`src/rtl/avg_pkg.sv`:
```
// avg_pkg: shared types and helpers for the streaming block averager.
//   avg_state_e     - window fill state (empty / filling / last sample pending)
//   avg_round_shift - divide an accumulated window sum by 2^log2_n,
//                     optionally rounding half-up first
package avg_pkg;

    typedef enum logic [1:0] {
        AVG_EMPTY   = 2'd0,
        AVG_FILLING = 2'd1,
        AVG_LAST    = 2'd2
    } avg_state_e;

    // Operates on a 64-bit container so any legal DATA_W/LOG2_N combination
    // fits; callers cast the result down to their output width.
    function automatic logic [63:0] avg_round_shift(
        input logic [63:0] acc_sum,
        input logic        round_en,
        input int          log2_n
    );
        logic [63:0] rnd;
        rnd = round_en ? (64'd1 << (log2_n - 1)) : 64'd0;
        return (acc_sum + rnd) >> log2_n;
    endfunction

endpackage

```
`src/rtl/avg_accum.sv`:
```
// avg_accum: streaming block averager. Accepts unsigned samples on a
// valid/ready input, sums 2^LOG2_N of them and presents the mean
// (truncated or rounded half-up) on a registered valid/ready output.
//
// Ports:
//   clk_2      in   clock, all state on rising edge
//   reset_n    in   asynchronous active-low reset
//   clr        in   discard the partial window (pending output untouched)
//   in_valid   in   sample present
//   in_data    in   [DATA_W] unsigned sample
//   in_ready   out  sample can be accepted this cycle
//   out_valid  out  average present
//   out_data   out  [DATA_W] average
//   out_ready  in   consumer takes the average
//   sample_cnt out  [LOG2_N] samples accepted in the current window
module avg_accum
    import avg_pkg::*;
#(
    parameter int DATA_W = 8,
    parameter int LOG2_N = 2,
    parameter int ROUND  = 1
) (
    input  logic              clk_2,
    input  logic              reset_n,
    input  logic              clr,
    input  logic              in_valid,
    input  logic [DATA_W-1:0] in_data,
    output logic              in_ready,
    output logic              out_valid,
    output logic [DATA_W-1:0] out_data,
    input  logic              out_ready,
    output logic [LOG2_N-1:0] sample_cnt
);

    // N*(2^DATA_W-1) always fits in DATA_W+LOG2_N bits; the rounding
    // constant is added inside the 64-bit helper, so no overflow handling.
    localparam int ACC_W = DATA_W + LOG2_N;
    localparam logic [LOG2_N-1:0] CNT_LAST = '1;
    localparam logic [LOG2_N-1:0] CNT_ONE  = LOG2_N'(1);

    avg_state_e        state_reg;
    logic [ACC_W-1:0]  acc_reg;
    logic [LOG2_N-1:0] cnt_reg;
    logic              out_valid_reg;
    logic [DATA_W-1:0] out_data_reg;

    logic              accept;
    logic              closing;
    logic [ACC_W-1:0]  acc_next;
    logic [LOG2_N-1:0] cnt_next;
    logic [DATA_W-1:0] mean_next;

    // Only the window-closing sample stalls, and only while the previous
    // average is still waiting for the consumer.
    assign in_ready = !(state_reg == AVG_LAST && out_valid_reg && !out_ready);
    assign accept   = in_valid && in_ready;
    assign closing  = accept && !clr && (state_reg == AVG_LAST);

    assign acc_next  = acc_reg + ACC_W'(in_data);
    assign cnt_next  = cnt_reg + CNT_ONE;
    assign mean_next = DATA_W'(avg_round_shift(64'(acc_next), ROUND != 0, LOG2_N));

    // Window FSM, counter and accumulator. acc only ever loads in_data on an
    // accepted sample, so undriven data while in_valid is low never enters.
    always_ff @(posedge clk_2 or negedge reset_n) begin
        if (!reset_n) begin
            state_reg <= AVG_EMPTY;
            acc_reg   <= '0;
            cnt_reg   <= '0;
        end else if (clr) begin
            state_reg <= AVG_EMPTY;
            acc_reg   <= '0;
            cnt_reg   <= '0;
        end else if (accept) begin
            if (state_reg == AVG_LAST) begin
                state_reg <= AVG_EMPTY;
                acc_reg   <= '0;
                cnt_reg   <= '0;
            end else begin
                state_reg <= (cnt_next == CNT_LAST) ? AVG_LAST : AVG_FILLING;
                acc_reg   <= acc_next;
                cnt_reg   <= cnt_next;
            end
        end
    end

    // Output register: a closing window overrides the consumer handshake so
    // back-to-back averages go out without a bubble.
    always_ff @(posedge clk_2 or negedge reset_n) begin
        if (!reset_n) begin
            out_valid_reg <= 1'b0;
            out_data_reg  <= '0;
        end else if (closing) begin
            out_valid_reg <= 1'b1;
            out_data_reg  <= mean_next;
        end else if (out_valid_reg && out_ready) begin
            out_valid_reg <= 1'b0;
        end
    end

    assign out_valid  = out_valid_reg;
    assign out_data   = out_data_reg;
    assign sample_cnt = cnt_reg;

endmodule
```
`config.mk`:
```
export PLATFORM = sky130hd
export DESIGN_NAME = avg_accum
export DESIGN_NICKNAME = d
export VERILOG_FILES = /design/src/rtl/avg_pkg.sv /design/src/rtl/avg_accum.sv
export SDC_FILE = /design/constraint.sdc
export NUM_CORES = 1
export LEC_CHECK = 0
export CORE_ASPECT_RATIO = 0.6
export CORE_MARGIN = 10
export CORE_UTILIZATION = 48
export DETAILED_ROUTE_END_ITERATION = 10
export PLACE_DENSITY = 0.85
export SLEW_MARGIN = 20
export SYNTH_ARGS = -nofsm -noshare
export SYNTH_HDL_FRONTEND = slang
export SYNTH_SLANG_ARGS = --single-unit
```
`constraint.sdc`:
```
create_clock -name clk_2 -period 2.2 [get_ports clk_2]
set_input_delay 0.55 -clock clk_2 [delete_from_list [all_inputs] [get_ports clk_2]]
set_output_delay 0.55 -clock clk_2 [all_outputs]
set_load 0.02 [all_outputs]
```
# Yosys cells after proc, flatten, opt, wreduce, memory -nomap -nowiden
# Cells that the tools add are included.
# classes
add_sub_neg,3
eq_ne,2
mux,12
reduce_logical,11
# op_table
op,n
10-bit two-way mux,3
2-bit two-way mux,7
10-bit by 2-bit adder with 10-bit output (second input constant),1
10-bit by 8-bit adder with 10-bit output,1
1-bit logical AND,6
2-bit equality test (second input constant),2
2-bit nonzero test,2
1-bit logical NOT,3
2-bit by 1-bit adder with 2-bit output (second input constant),1
1-bit two-way mux,2
# word_totals
regBits,23
inputBits,13
output_inout_bits,12

# Logic depth before layout (Yosys ltp)
# depth
ltp_word,8
mapped_depth,8

# Least setup slack after synthesis
# OpenSTA, ideal clock, no wires.
# synth_timing
kind,input to register
start,input port in_data[0]
end,"register out_data_reg[7], in the netlist out_data[7]"
setup_ns,0.092
arrival_time_ns,2.457
required_ns,2.108
setup_slack_ns,-0.349
cell_stages,8
path_cell_list,ha_1 -> fa_1 -> a211oi_4 -> nor2_2 -> nor4_4 -> and3_1 -> a41oi_1 -> o31ai_2
# synth_between
elab_chain_len,2
# synth_lines
item,line,text
"start, declared",avg_accum.sv:27,"input logic [DATA_W-1:0] in_data,"
10-bit by 8-bit adder with 10-bit output,avg_accum.sv:59,assign acc_next = acc_reg + ACC_W'(in_data);
10-bit by 2-bit adder with 10-bit output,avg_pkg.sv:22,return (acc_sum + rnd) >> log2_n;
"end signal, assigned",avg_accum.sv:95,out_data_reg <= mean_next;
"end, declared",avg_accum.sv:45,logic [DATA_W-1:0] out_data_reg;
# No other way between the ends.
# A chain may end at the register's enable or synchronous reset.

# Worst setup path after layout
# layout_timing
start,input port in_data[6]
end,"register out_data_reg[7], in the netlist out_data[7]"
# Same word-level chain as after synthesis.

==> metrics.log <==
INFO  metric worst_r2r_path_depth = 9
INFO  metric place.gp.congestion = 0.8468
INFO  metric initial_drc_count = 93
INFO  metric drt-total-wl = 4574 µm
INFO  metric ys_seq_area_share = 36.95%
INFO  metric core-area = 0.002984 mm²
INFO  metric post-synth-top-area-fraction = 36.95%
INFO  metric tritoncts.num_buffers = 3
INFO  metric final_std_cells_w_o_fill = 256
INFO  metric netlist_area = 0.001558 mm²
INFO  metric total_clock_sinks = 23
INFO  metric rr_startpoint = acc_reg[0]$_DFFE_PN0P_
INFO  metric largest_register_ffs = 10
INFO  metric ff2ff_setup_slack = -70 ps
INFO  metric drive_gt1_share = 34.58%
INFO  metric crit_fanout = 7
INFO  metric final_max_slew_viol_count = 0
INFO  metric post_synth_num_cell_types = 46
INFO  metric width_of_the_die = 93.55 µm
INFO  metric detail-route-antenna-nets = 0
INFO  metric r2r_end = out_data[7]$_DFFE_PN0P_
INFO  metric timing.critical_path.max_delay_family = compound AO/OA/AOI/OAI gates
INFO  metric first_pass_grt_wire_length = 7238 µm
INFO  metric start_util = 52.20%
INFO  metric cts_max_level = 1
INFO  metric vias_per_cell = 5.918
INFO  metric drt_first_pass_iters = 4
INFO  metric yosys-top-cells-area = sky130_fd_sc_hd__dfrtp_1 (37%), sky130_fd_sc_hd__ha_1 (8.0%), sky130_fd_sc_hd__a22o_1 (6.2%), sky130_fd_sc_hd__nand2_1 (3.9%), sky130_fd_sc_hd__xor2_1 (3.4%)
INFO  metric fill_cells = 188
INFO  metric timing.critical_path.arrival = 2460 ps
INFO  metric antenna_found_initial = 0
INFO  metric final_min_period_over_clock_period = 103.6%
INFO  metric cp_num_buf_inv = 1
INFO  metric hold-path-endpoint = out_data[3]$_DFFE_PN0P_
INFO  metric finalInstanceArea = 0.002307 mm²
INFO  metric die_area = 0.005999 mm²
INFO  metric clk_latency = 260 ps
INFO  metric layout_setup_ws = -78.12 ps
INFO  metric worst_path_required_time = 2380 ps
INFO  metric yosysMostFrequentCell = sky130_fd_sc_hd__dfrtp_1
INFO  metric critical_path.cell_chain = clkdlybuf4s50_1, ha_4, nand3_2, nand4_1, o221ai_1, a2111o_1, and4b_1, o31ai_2
INFO  metric grt_start_max_net_pins = 24
INFO  metric achievable-frequency = 0.4390 GHz
INFO  metric dp_slack = -700.7 ps
INFO  metric num_vias = 1515
INFO  metric layout_min_cycle_time = 2278 ps
INFO  metric critPathMaxStageDelay = 440 ps
INFO  metric area_delta_synth_final = 48.11%
INFO  metric dp.final_hpwl = 3447 µm
INFO  metric netlist_instances = 153
INFO  metric ratio_of_total_power_to_cell_area = 703.3 mW/mm²
INFO  metric rows = 15
INFO  metric syn-num-nets = 177
INFO  metric violations = negative setup slack
INFO  metric finalCoreUtilization = 77.32%
INFO  metric yosysWarningCount = 0
INFO  metric critical_path_source = in_data[6]
INFO  metric ys_seq_elements = 23
INFO  metric antenna_cells = 0
INFO  metric remaining_drcs = 0
INFO  metric setup.worst_path.class = in2reg
INFO  metric post_synth_most_frequent_cells = sky130_fd_sc_hd__dfrtp_1 (23), sky130_fd_sc_hd__nand2_1 (16), sky130_fd_sc_hd__a22o_1 (11), sky130_fd_sc_hd__ha_1 (10), sky130_fd_sc_hd__a21oi_1 (8)
INFO  metric finalHoldViolations = 0
INFO  metric timing_worst_slew_pin_value = 341.9 ps
INFO  metric dieHeight = 64.13 µm
INFO  metric synth_enable_flop_cells = 0
INFO  metric design.final.nets = 239
INFO  metric clockRootBuffer = sky130_fd_sc_hd__clkbuf_8
INFO  metric globalRouteOverflowTotal = 0
INFO  metric power.leakage = 1.015 nW
INFO  metric hold_depth = 2
INFO  metric finalClockSkew = 1.491 ps
INFO  metric hold_start = out_data[3]$_DFFE_PN0P_
INFO  metric yosys_most_used_dff = sky130_fd_sc_hd__dfrtp_1
INFO  metric first_global_vias = 1510
INFO  metric clk_pin_slew = 80 ps
INFO  metric tritoncts = built
INFO  metric max-vdd-ir-drop = 0.3309 mV
INFO  metric io_buffers = 24
INFO  metric dpl-instance-area = 0.002117 mm²
INFO  metric syn_area_per_cell = 10.18 µm²
INFO  metric grt_resource_usage_total = 15.08%
INFO  metric async_flop_share = 100.0%
INFO  metric max-cap-violations = 0
INFO  metric yosysTopAreaCell = sky130_fd_sc_hd__dfrtp_1
INFO  metric cts-root-to-sink-buffers = 2
INFO  metric report.final.setup_viol = 4
INFO  metric start_kind = input port
INFO  metric status = finished, violations left
INFO  metric critPathCaptureType = flop
INFO  metric top_level_ports = 25
INFO  metric setup_repair_after_global_routing_missed_its_margin = true
INFO  metric critPathSlowestCell = sky130_fd_sc_hd__clkdlybuf4s50_1
INFO  metric wire_per_inst = 17.87 µm
INFO  metric dp.cells = 248
INFO  metric holdCritPathClass = reg2reg
INFO  metric maxSlewHeadroom = 77.20%
routing by layer:
layer	global-route usage, %	vias to the layer above	share of wire (%)	wire length (µm)
met2	25.78	69	48	2196
met3	5.245	12	8.8	402
met1	17.16	736	41	1876
met4	5.283	0	2.2	99
met5	0	-	0	0
li1	-	698	-	-
worst max path at each step:
stage                                    endpoint  depth (start not counted)
after floorplan           out_data[7]$_DFFE_PN0P_                          8
final                     out_data[7]$_DFFE_PN0P_                          8
after CTS                 out_data[7]$_DFFE_PN0P_                          8
after global routing      out_data[7]$_DFFE_PN0P_                          8
after global placement    out_data[7]$_DFFE_PN0P_                          9
after detailed placement  out_data[7]$_DFFE_PN0P_                          9
worst register-to-register path, stage by stage, from the launching register on:
cell and delay (ps):
sky130_fd_sc_hd__dfrtp_1 420, sky130_fd_sc_hd__ha_4 180, sky130_fd_sc_hd__fa_2 370, sky130_fd_sc_hd__a211oi_4 300
sky130_fd_sc_hd__buf_6 150, sky130_fd_sc_hd__o21ba_4 160, sky130_fd_sc_hd__nor4_4 50, sky130_fd_sc_hd__and3_4 170
sky130_fd_sc_hd__and4b_1 190, sky130_fd_sc_hd__o31ai_2 210
repair_timing:
action	4_1_cts	5_1_grt
buffers inserted	1	3
resized for setup	25	9
pin swaps	14	15
hold buffers	0	0
endpoints found under the setup margin	15	7
layout make-up:
class / count / area [µm²] / area share [%]
well taps: 42 / 52.55 / 2.278
clock buffers: 4 / 45.04 / 1.952
flip-flops and latches: 23 / 575.6 / 24.95
multi-input cells: 122 / 1100 / 47.67
inverters: 3 / 11.26 / 0.4881
repair buffers: 62 / 523.0 / 22.67
power by group:
group | internal [W] | switching, W | total [W]
clock network | 0.000129 | 0.000129 | 0.000258
logic | 0.000441 | 0.000402 | 0.000843
registers | 0.000475 | 0.0000463 | 0.000521
total | 0.00105 | 0.000577 | 0.00162
cells by family after synthesis:
group,share of synthesized area [%]
xor+xnor,7.872
mux,0.7228
compound gates,22.49
flops,36.95
fa+ha+maj,9.317
simple gates,20.24
buf+inv,2.409
through the flow:
| stage | setup TNS [ps] | hold WS [ps] | total power, W |
|---|---|---|---|
| 2_1_floorplan | -179.7 | 254.4 | 0.0009434 |
| 3_5_place_dp | -7686 | 474.8 | 0.001276 |
| 3_3_place_gp | -6851 | 466.4 | 0.001240 |
| 5_1_grt | -572.9 | 522.2 | 0.001710 |
| 6_report | -167.6 | 487.8 | 0.001623 |
| 4_1_cts | -183.2 | 492.8 | 0.001587 |
layout by cell type (no fill, tap or decap), types with 2 or more instances in the layout:
cell	count
sky130_fd_sc_hd__o21ai_0	6
sky130_fd_sc_hd__dfrtp_1	23
sky130_fd_sc_hd__nor2_1	6
sky130_fd_sc_hd__nand4b_1	2
sky130_fd_sc_hd__and3_4	2
sky130_fd_sc_hd__clkbuf_8	3
sky130_fd_sc_hd__ha_1	3
sky130_fd_sc_hd__nand2_1	16
sky130_fd_sc_hd__xnor2_1	3
sky130_fd_sc_hd__a22o_1	10
sky130_fd_sc_hd__clkdlybuf4s15_1	2
sky130_fd_sc_hd__a21o_1	2
sky130_fd_sc_hd__ha_4	7
sky130_fd_sc_hd__o21ai_1	8
sky130_fd_sc_hd__buf_6	3
sky130_fd_sc_hd__dlygate4sd2_1	3
sky130_fd_sc_hd__buf_4	35
sky130_fd_sc_hd__inv_1	3
sky130_fd_sc_hd__nand4_1	4
sky130_fd_sc_hd__a21oi_1	7
sky130_fd_sc_hd__clkdlybuf4s50_1	17
sky130_fd_sc_hd__nand2b_1	3
sky130_fd_sc_hd__xor2_1	6
sky130_fd_sc_hd__nand3_2	2
sky130_fd_sc_hd__nor2_2	2
sky130_fd_sc_hd__nand3_1	3
No activity file was read; power rests on OpenSTA's default activity.
